**src/rtl/rx_tick_fifo.sv**
```systemverilog
// rx_tick_fifo
// Receive-path helper for the UART receiver: a baud-tick clock divider plus a
// byte FIFO with edge-triggered push/pop strobes.
//
// Ports:
//   i_clock    system clock, rising edge
//   i_reset_n  asynchronous active-low reset
//   o_clock    divided square-wave clock (registered)
//   i_write    push request, rising edge pushes i_wdata
//   i_wdata    push data
//   i_read     pop request, rising edge pops into o_rdata
//   o_rdata    last popped word, held until the next accepted pop
//   o_empty    FIFO holds no entries
//   o_full     FIFO holds DEPTH entries
//   o_count    current occupancy
module rx_tick_fifo #(
  parameter int CLOCK_RATE  = 50000000,
  parameter int OUTPUT_RATE = 153600,
  parameter int DEPTH       = 32,
  parameter int WIDTH       = 8
) (
  input  logic                     i_clock,
  input  logic                     i_reset_n,
  output logic                     o_clock,
  input  logic                     i_write,
  input  logic [WIDTH-1:0]         i_wdata,
  input  logic                     i_read,
  output logic [WIDTH-1:0]         o_rdata,
  output logic                     o_empty,
  output logic                     o_full,
  output logic [$clog2(DEPTH):0]   o_count
);

  localparam int HALF_RAW = CLOCK_RATE / (2 * OUTPUT_RATE);
  localparam int HALF     = (HALF_RAW < 1) ? 1 : HALF_RAW;
  localparam int DIV_W    = (HALF > 1) ? $clog2(HALF) : 1;
  localparam int AW       = $clog2(DEPTH);
  localparam int CW       = AW + 1;

  logic [DIV_W-1:0] div_q, div_d;
  logic             clk_q, clk_d;
  logic             w_q, r_q;
  logic [AW-1:0]    wr_ptr_q, wr_ptr_d;
  logic [AW-1:0]    rd_ptr_q, rd_ptr_d;
  logic [CW-1:0]    count_q, count_d;
  logic [WIDTH-1:0] rdata_q, rdata_d;
  logic [WIDTH-1:0] mem_q [DEPTH];

  logic push_evt, pop_evt, push_ok, pop_ok, full;

  // Divider: counter runs 0..HALF-1, o_clock toggles on the wrap.
  always_comb begin
    div_d = div_q + DIV_W'(1);
    clk_d = clk_q;
    if (div_q == DIV_W'(HALF - 1)) begin
      div_d = '0;
      clk_d = ~clk_q;
    end
  end

  // A pop accepted in the same cycle frees the slot a full-FIFO push needs;
  // the pop reads the old head before the write lands, so ordering holds.
  always_comb begin
    push_evt = i_write & ~w_q;
    pop_evt  = i_read  & ~r_q;
    full     = (count_q == CW'(DEPTH));
    pop_ok   = pop_evt & (count_q != '0);
    push_ok  = push_evt & (~full | pop_ok);

    wr_ptr_d = wr_ptr_q;
    rd_ptr_d = rd_ptr_q;
    count_d  = count_q;
    rdata_d  = rdata_q;

    if (pop_ok) begin
      rdata_d  = mem_q[rd_ptr_q];
      rd_ptr_d = rd_ptr_q + AW'(1);
    end
    if (push_ok) begin
      wr_ptr_d = wr_ptr_q + AW'(1);
    end
    case ({push_ok, pop_ok})
      2'b10:   count_d = count_q + CW'(1);
      2'b01:   count_d = count_q - CW'(1);
      default: count_d = count_q;
    endcase
  end

  always_ff @(posedge i_clock or negedge i_reset_n) begin
    if (!i_reset_n) begin
      div_q    <= '0;
      clk_q    <= 1'b0;
      w_q      <= 1'b0;
      r_q      <= 1'b0;
      wr_ptr_q <= '0;
      rd_ptr_q <= '0;
      count_q  <= '0;
      rdata_q  <= '0;
    end else begin
      div_q    <= div_d;
      clk_q    <= clk_d;
      w_q      <= i_write;
      r_q      <= i_read;
      wr_ptr_q <= wr_ptr_d;
      rd_ptr_q <= rd_ptr_d;
      count_q  <= count_d;
      rdata_q  <= rdata_d;
    end
  end

  // Storage carries no reset.
  always_ff @(posedge i_clock) begin
    if (push_ok) begin
      mem_q[wr_ptr_q] <= i_wdata;
    end
  end

  assign o_clock = clk_q;
  assign o_rdata = rdata_q;
  assign o_count = count_q;
  assign o_empty = (count_q == '0);
  assign o_full  = full;

endmodule

```
**config.mk**
```make
export PLATFORM = sky130hd
export DESIGN_NAME = rx_tick_fifo
export DESIGN_NICKNAME = d
export VERILOG_FILES = /design/src/rtl/rx_tick_fifo.sv
export SDC_FILE = /design/constraint.sdc
export NUM_CORES = 1
export LEC_CHECK = 0
export BUFFER_PORTS_ARGS = -buffer_cell sky130_fd_sc_hd__buf_2
export CORE_AREA = 4 4 143 145
export DETAILED_ROUTE_END_ITERATION = 7
export DIE_AREA = 0 0 147 149
export HOLD_SLACK_MARGIN = 0.06
export PLACE_DENSITY = 0.78
export SETUP_SLACK_MARGIN = 0.1
export SLEW_MARGIN = 15
export SYNTH_ARGS = -nofsm -noshare
export SYNTH_HDL_FRONTEND = slang
export SYNTH_SLANG_ARGS = --single-unit
```
**constraint.sdc**
```tcl
create_clock -name i_clock -period 3.05 [get_ports i_clock]
set_input_delay 0.61 -clock i_clock [delete_from_list [all_inputs] [get_ports i_clock]]
set_output_delay 0.61 -clock i_clock [all_outputs]
set_load 0.005 [all_outputs]
```
==> results of run 1 <==
flip-flops by register name, indices dropped and copies added (netlist names):
signal,cells
div_q,8
o_rdata,8
r_q,1
wr_ptr_q,5
mem_q,256
rd_ptr_q,5
w_q,1
o_count,6
o_clock,1
how the worst max path moves through the flow:
stage	startpoint	to
2_1_floorplan	o_count[0]	o_count[5]
3_3_place_gp	rd_ptr_q[1]	o_rdata[0]
3_5_place_dp	rd_ptr_q[1]	o_rdata[0]
4_1_cts	rd_ptr_q[1]	o_rdata[0]
5_1_grt	o_count[4]	o_count[5]
6_report	o_count[1]	o_count[5]
layer usage:
layer,vias up,global-route usage [%]
li1,2725,-
met5,-,0
met3,51,3.889
met4,0,6.803
met2,300,36.48
met1,3178,31.93
repair_timing:
| item | in CTS | in global routing |
|---|---|---|
| endpoints found under the setup margin | 0 | 1 |
| hold buffers | 0 | 0 |
| resized for setup | 0 | 1 |
stage by stage:
stage / hold slack, ps / utilization (%) / setup slack [ps] / power [mW] / cells
2_1_floorplan: 314.4 / - / 263.1 / 6.941 / 667
3_3_place_gp: 451.5 / 63.42 / 256.3 / 7.897 / 951
3_5_place_dp: 452.0 / 63.42 / 224.6 / 8.019 / 951
4_1_cts: 171.2 / 68.44 / 186.6 / 11.56 / 1004
5_1_grt: 194.2 / 68.45 / 153.8 / 12.02 / 1004
6_report: 160.9 / 68.45 / 268.3 / 11.54 / 1004
cells by family (layout without fill, tap and decap cells):
| group | count (synthesis) | in the layout | share of synthesized area, % |
|---|---|---|---|
| flip-flops | 291 | 291 | 73.49 |
| AND/OR/NAND/NOR | 121 | 121 | 5.358 |
| multiplexers | 103 | 103 | 12.04 |
| AO/OA/AOI/OAI | 85 | 85 | 4.939 |
| buffers and inverters | 37 | 109 | 1.471 |
| XOR/XNOR | 18 | 18 | 1.353 |
| adder cells (fa/ha/maj) | 12 | 12 | 1.353 |
where the power goes:
part | leakage, nW | internal, mW | switching, mW
combinational | 1.36 | 1.37 | 1.59
sequential | 2.72 | 4.60 | 0.420
clock | 0.469 | 2.15 | 1.41
cell usage after synthesis (all sizes together) (8+ instances only):
| library cell | count |
|---|---|
| nand3b | 8 |
| buf | 19 |
| nand2 | 22 |
| a21oi | 11 |
| o22ai | 22 |
| dfrtp | 35 |
| clkbuf | 15 |
| mux4 | 28 |
| xnor2 | 12 |
| nor2 | 50 |
| nor2b | 14 |
| edfxtp | 256 |
| ha | 11 |
| mux2i | 70 |
| a211oi | 9 |
| o21ai | 15 |
layout make-up:
class / instances / area, um2 / share of cell area, %
inverters: 3 / 11.26 / 0.08566
multi-input cells: 339 / 2919 / 22.20
clock buffers: 38 / 789.5 / 6.005
well taps: 265 / 331.6 / 2.522
flip-flops and latches: 291 / 8567 / 65.17
repair buffers: 53 / 352.8 / 2.684
clock inverters: 15 / 175.2 / 1.332
critical path: stages, from the launching register on:
cell	delay, ps
dfrtp_1	380
or4_1	550
o31a_2	320
nor2b_2	240
ha_1	320
a211oi_1	240
o21bai_1	110
a21oi_1	180
mux2i_1	240
xnor2_1	140
==> results.ini, run 1 <==
[global_routing]
antenna_found_initial = 0
grt_remaining_overflow = 0
grt_pass1_vias = 6230
grt_pass1_wl_um = 37550
grt_max_degree = 37
grt_use_total_pct = 22.47

[sta]
setup_violations = 0
hold_viol = 0
relSlewSlack_pct = 41.44
period_needed_ps = 2782
drv_slew = 0
worst_slew_pin_slew_ps = 875.2
timing.setup.tns_ps = 0
skew_ps = 10.59
rsz0062_at_grt = no
post-route-period-util_pct = 91.20
max_freq_mhz = 359.5

[critical_path]
worst_setup_path_start_kind = flop
crit_path_max_fanout = 7
timing.rr.start = o_count[1]
worst-endpoint-required_ps = 3500
critPathArrivalTime_ps = 3230
regToRegSetupSlack_ps = 270
r2r_cells = 9
crit_type = flop to flop
r2r-end = o_count[5]
cp-end-kind = flop

[final_layout]
syn2layout_area_growth_pct = 12.82
fill_cells = 1219
drive_above_1_share_pct = 19.08
design_area_mm2 = 0.01315
diodes = 0
mostFrequentLayoutCell = edfxtp_1
layout_common_cells = edfxtp_1 (256), mux2i_1 (70), nor2_1 (49)
num-nets-final = 741

[logic_synthesis]
yosysSeqAreaShare_pct = 73.49
synth-edff-count = 256
yosys_warnings = 0
ys.flop_type = edfxtp_1
synthArstFlopShare_pct = 12.03
netlist.area_leader.share_pct = 65.97
synth_top_area_cell = edfxtp_1
synth_area_mm2 = 0.01165
yosys_register_bits = 291
synthCells = 667
syn_nets = 691
synth_cell_type_count = 49
synthTopCellsByArea = edfxtp_1 (66%), dfrtp_1 (7.5%), mux2i_1 (6.0%)
avgSynthCellArea_um2 = 17.47

[route]
dr.pass1.iters = 5
highest_layer = met4
post_drt_wl_per_cell_um = 24.12
ant_nets = 0
finalWirelength_um = 24220
wl_met3_um = 1970
wl_met2_um = 12030
drt-met1-wl_um = 9447
via_per_inst = 6.229
drtIter0Drc = 752
drc = 0
vias = 6254

[run_status]
run_status = completed

[place]
place_area_mm2 = 0.01218
gp_congestion = 0.8450
port_buffers = 28
hpwl_um = 15350

[clocking]
cts_setup_buffers = 0
clockBufferDepth = 3
clock_latency_ps = 530
cts_max_level = 1
cts_buffers = 29
path_clk_slew_ps = 60
clkSinkCount = 291
root_buffer = clkbuf_16
cts_tree = yes

[flow_run]
maxCapViolCount = 0

[floorplanning]
start_util_pct = 60.67
coreArea_mm2 = 0.01921
num_rows = 51
die_w_um = 147
dieArea_mm2 = 0.02190
pin_count = 29
die_y_um = 149

[power]
power.density_mw_per_mm2 = 877.5
leakage_nw = 4.546
peakVddDrop_mv = 0.6030

[hold_path]
hp-class = primary input to asynchronous set/reset pin

Power figures use the tool's default switching activity.
==> inputs of run 2 (changes only) <==
CORE_AREA = 2 2 141 143   (was 4 4 143 145)
DIE_AREA = 0 0 143 145   (was 0 0 147 149)
GPL_ROUTABILITY_DRIVEN = 0   (was default)
==> run 2 against run 1 <==
Compared with the run above: utilization down 0.44 points; die area fell by 5.3%; register-to-register slack lost 30 ps; power decreased by 2.1%; clock skew grew 7.6 ps; clock power decreased by 5%; sequential share of layout area up 0.44 points; fmax down 0.90%; sequential power about the same; final area shrank 0.64%.
==> results.ini, run 2 (same netlist as run 1, synthesis figures left out) <==
[critical_path]
critPathCapture = o_count[5]
startpoint = o_count[4]
worst-endpoint-required_ps = 3510
cp-end-kind = flop
timing.rr.start = o_count[4]
critPathArrivalTime_ps = 3270
r2r_cells = 9
regToRegSetupSlack_ps = 240
crit_type = flop to flop
r2r-end = o_count[5]
worst_setup_path_start_kind = flop
crit_path_max_fanout = 7

[sta]
skew_ps = 18.15
setup_violations = 0
max_freq_mhz = 356.2
relSlewSlack_pct = 36.18
period_needed_ps = 2807
worst_slew_pin_slew_ps = 953.8
rsz0062_at_grt = yes
post-route-period-util_pct = 92.03
drv_slew = 0
hold_viol = 0
timing.setup.tns_ps = 0

[clocking]
cts_max_level = 1
path_clk_slew_ps = 60
clkSinkCount = 291
cts_tree = yes
clock_latency_ps = 540
root_buffer = clkbuf_16
clockBufferDepth = 3
cts_buffers = 28
cts_setup_buffers = 0

[flow_run]
maxCapViolCount = 0

[run_status]
run_status = completed

[floorplanning]
die_y_um = 145
pin_count = 29
start_util_pct = 60.67
die_w_um = 143
coreArea_mm2 = 0.01921
num_rows = 51
dieArea_mm2 = 0.02074

[global_routing]
grt_pass1_wl_um = 36690
grt_max_degree = 44
antenna_found_initial = 1
grt_remaining_overflow = 0
grt_pass1_vias = 6504
grt_use_total_pct = 23.80

[power]
power_frac_clock_pct = 29.8
p_sw_share_pct = 29.93
comb_power_share_pct = 25.7
power.density_mw_per_mm2 = 865.0
p_sw_mw = 3.382
leakage_nw = 4.506
seqPwrFrac_pct = 44.5
p_int_mw = 7.916
total_power_mw = 11.30
peakVddDrop_mv = 0.5588

[final_layout]
num-nets-final = 740
layout_common_cells = edfxtp_1 (256), mux2i_1 (70), nor2_1 (49)
largest-register = mem_q
largest_register_ffs = 256
mostFrequentLayoutCell = edfxtp_1
diodes = 0
syn2layout_area_growth_pct = 12.10
drive_above_1_share_pct = 18.80

[route]
drtIter0Drc = 692
vias = 6283
post_drt_wl_per_cell_um = 24.20
ant_nets = 0
via_per_inst = 6.289
dr.pass1.iters = 6
drc = 0
finalWirelength_um = 24170

[place]
port_buffers = 28
hpwl_um = 15180

[hold_path]
hp-class = primary input to asynchronous set/reset pin

run 2: cell types whose count changed in the layout (fill, tap and decap cells not counted), sizes merged:
| cell | delta |
|---|---|
| clkbuf | -3 |
| bufinv | -1 |
| clkinv | -1 |
run 2: through the flow:
step | setup WS [ps] | cell area, um2 | hold slack (ps) | instances | util (%)
finish | 243.0 | 13060 | 160.9 | 999 | 68.01
global route | 66.72 | 13060 | 178.1 | 999 | 68.01
CTS | 181.7 | 13060 | 168.5 | 999 | 67.98
detailed placement | 114.5 | 12170 | 468.6 | 951 | 63.35
global placement | 243.3 | 12170 | 452.4 | 951 | 63.35
floorplan | 263.1 | 11650 | 314.4 | 667 | -
run 2: worst min path at each step:
stage | slack [ps] | end | depth (start not counted) | from
after floorplan | 310 | div_q[0] | 0 | i_reset_n
after global placement | 450 | o_clock | 1 | o_clock
after detailed placement | 470 | o_clock | 1 | o_clock
after CTS | 170 | r_q | 1 | i_read
after global routing | 180 | w_q | 1 | i_write
final | 160 | o_count[3] | 1 | i_reset_n
run 2: metal layers:
metal / global-route usage, % / vias up / share of wire, %
li1: - / 2739 / -
met1: 33.17 / 3198 / 40
met2: 38.01 / 285 / 49
met3: 4.323 / 61 / 7.3
met4: 8.812 / 0 / 3.5
met5: 0 / - / 0
run 2: power by group through the flow:
stage	Clock, mW	Combinational, mW	Sequential [mW]
2_1_floorplan	0	2.12	4.82
3_3_place_gp	0	2.76	5.08
3_5_place_dp	0	2.86	5.10
4_1_cts	3.39	2.89	5.03
5_1_grt	3.54	3.09	5.07
6_report	3.37	2.91	5.02
run 2: worst max-delay path, stage by stage (launching register included):
cell and delay [ps]:
dfrtp_1 420, or4_1 510, o31a_2 310, nor2b_2 230
ha_1 320, a211oi_1 240, o21bai_1 120, a21oi_2 170
mux2i_1 240, xnor2_1 150
run 2: cell type report:
cell class	instances	area (um2)
Clock buffer	35	748.2
Clock inverter	13	138.9
Fill cell	1241	6145
Inverter	3	11.26
Multi-Input combinational cell	339	2923
Sequential cell	291	8569
Tap cell	265	331.6
Timing Repair Buffer	53	340.3
run 2: repair_timing:
action / in CTS / in global routing
resized for setup: 1 / 2
endpoints found under the setup margin: 1 / 2
pin swaps: 0 / 0
hold buffers: 0 / 0
gates cloned: 0 / 0
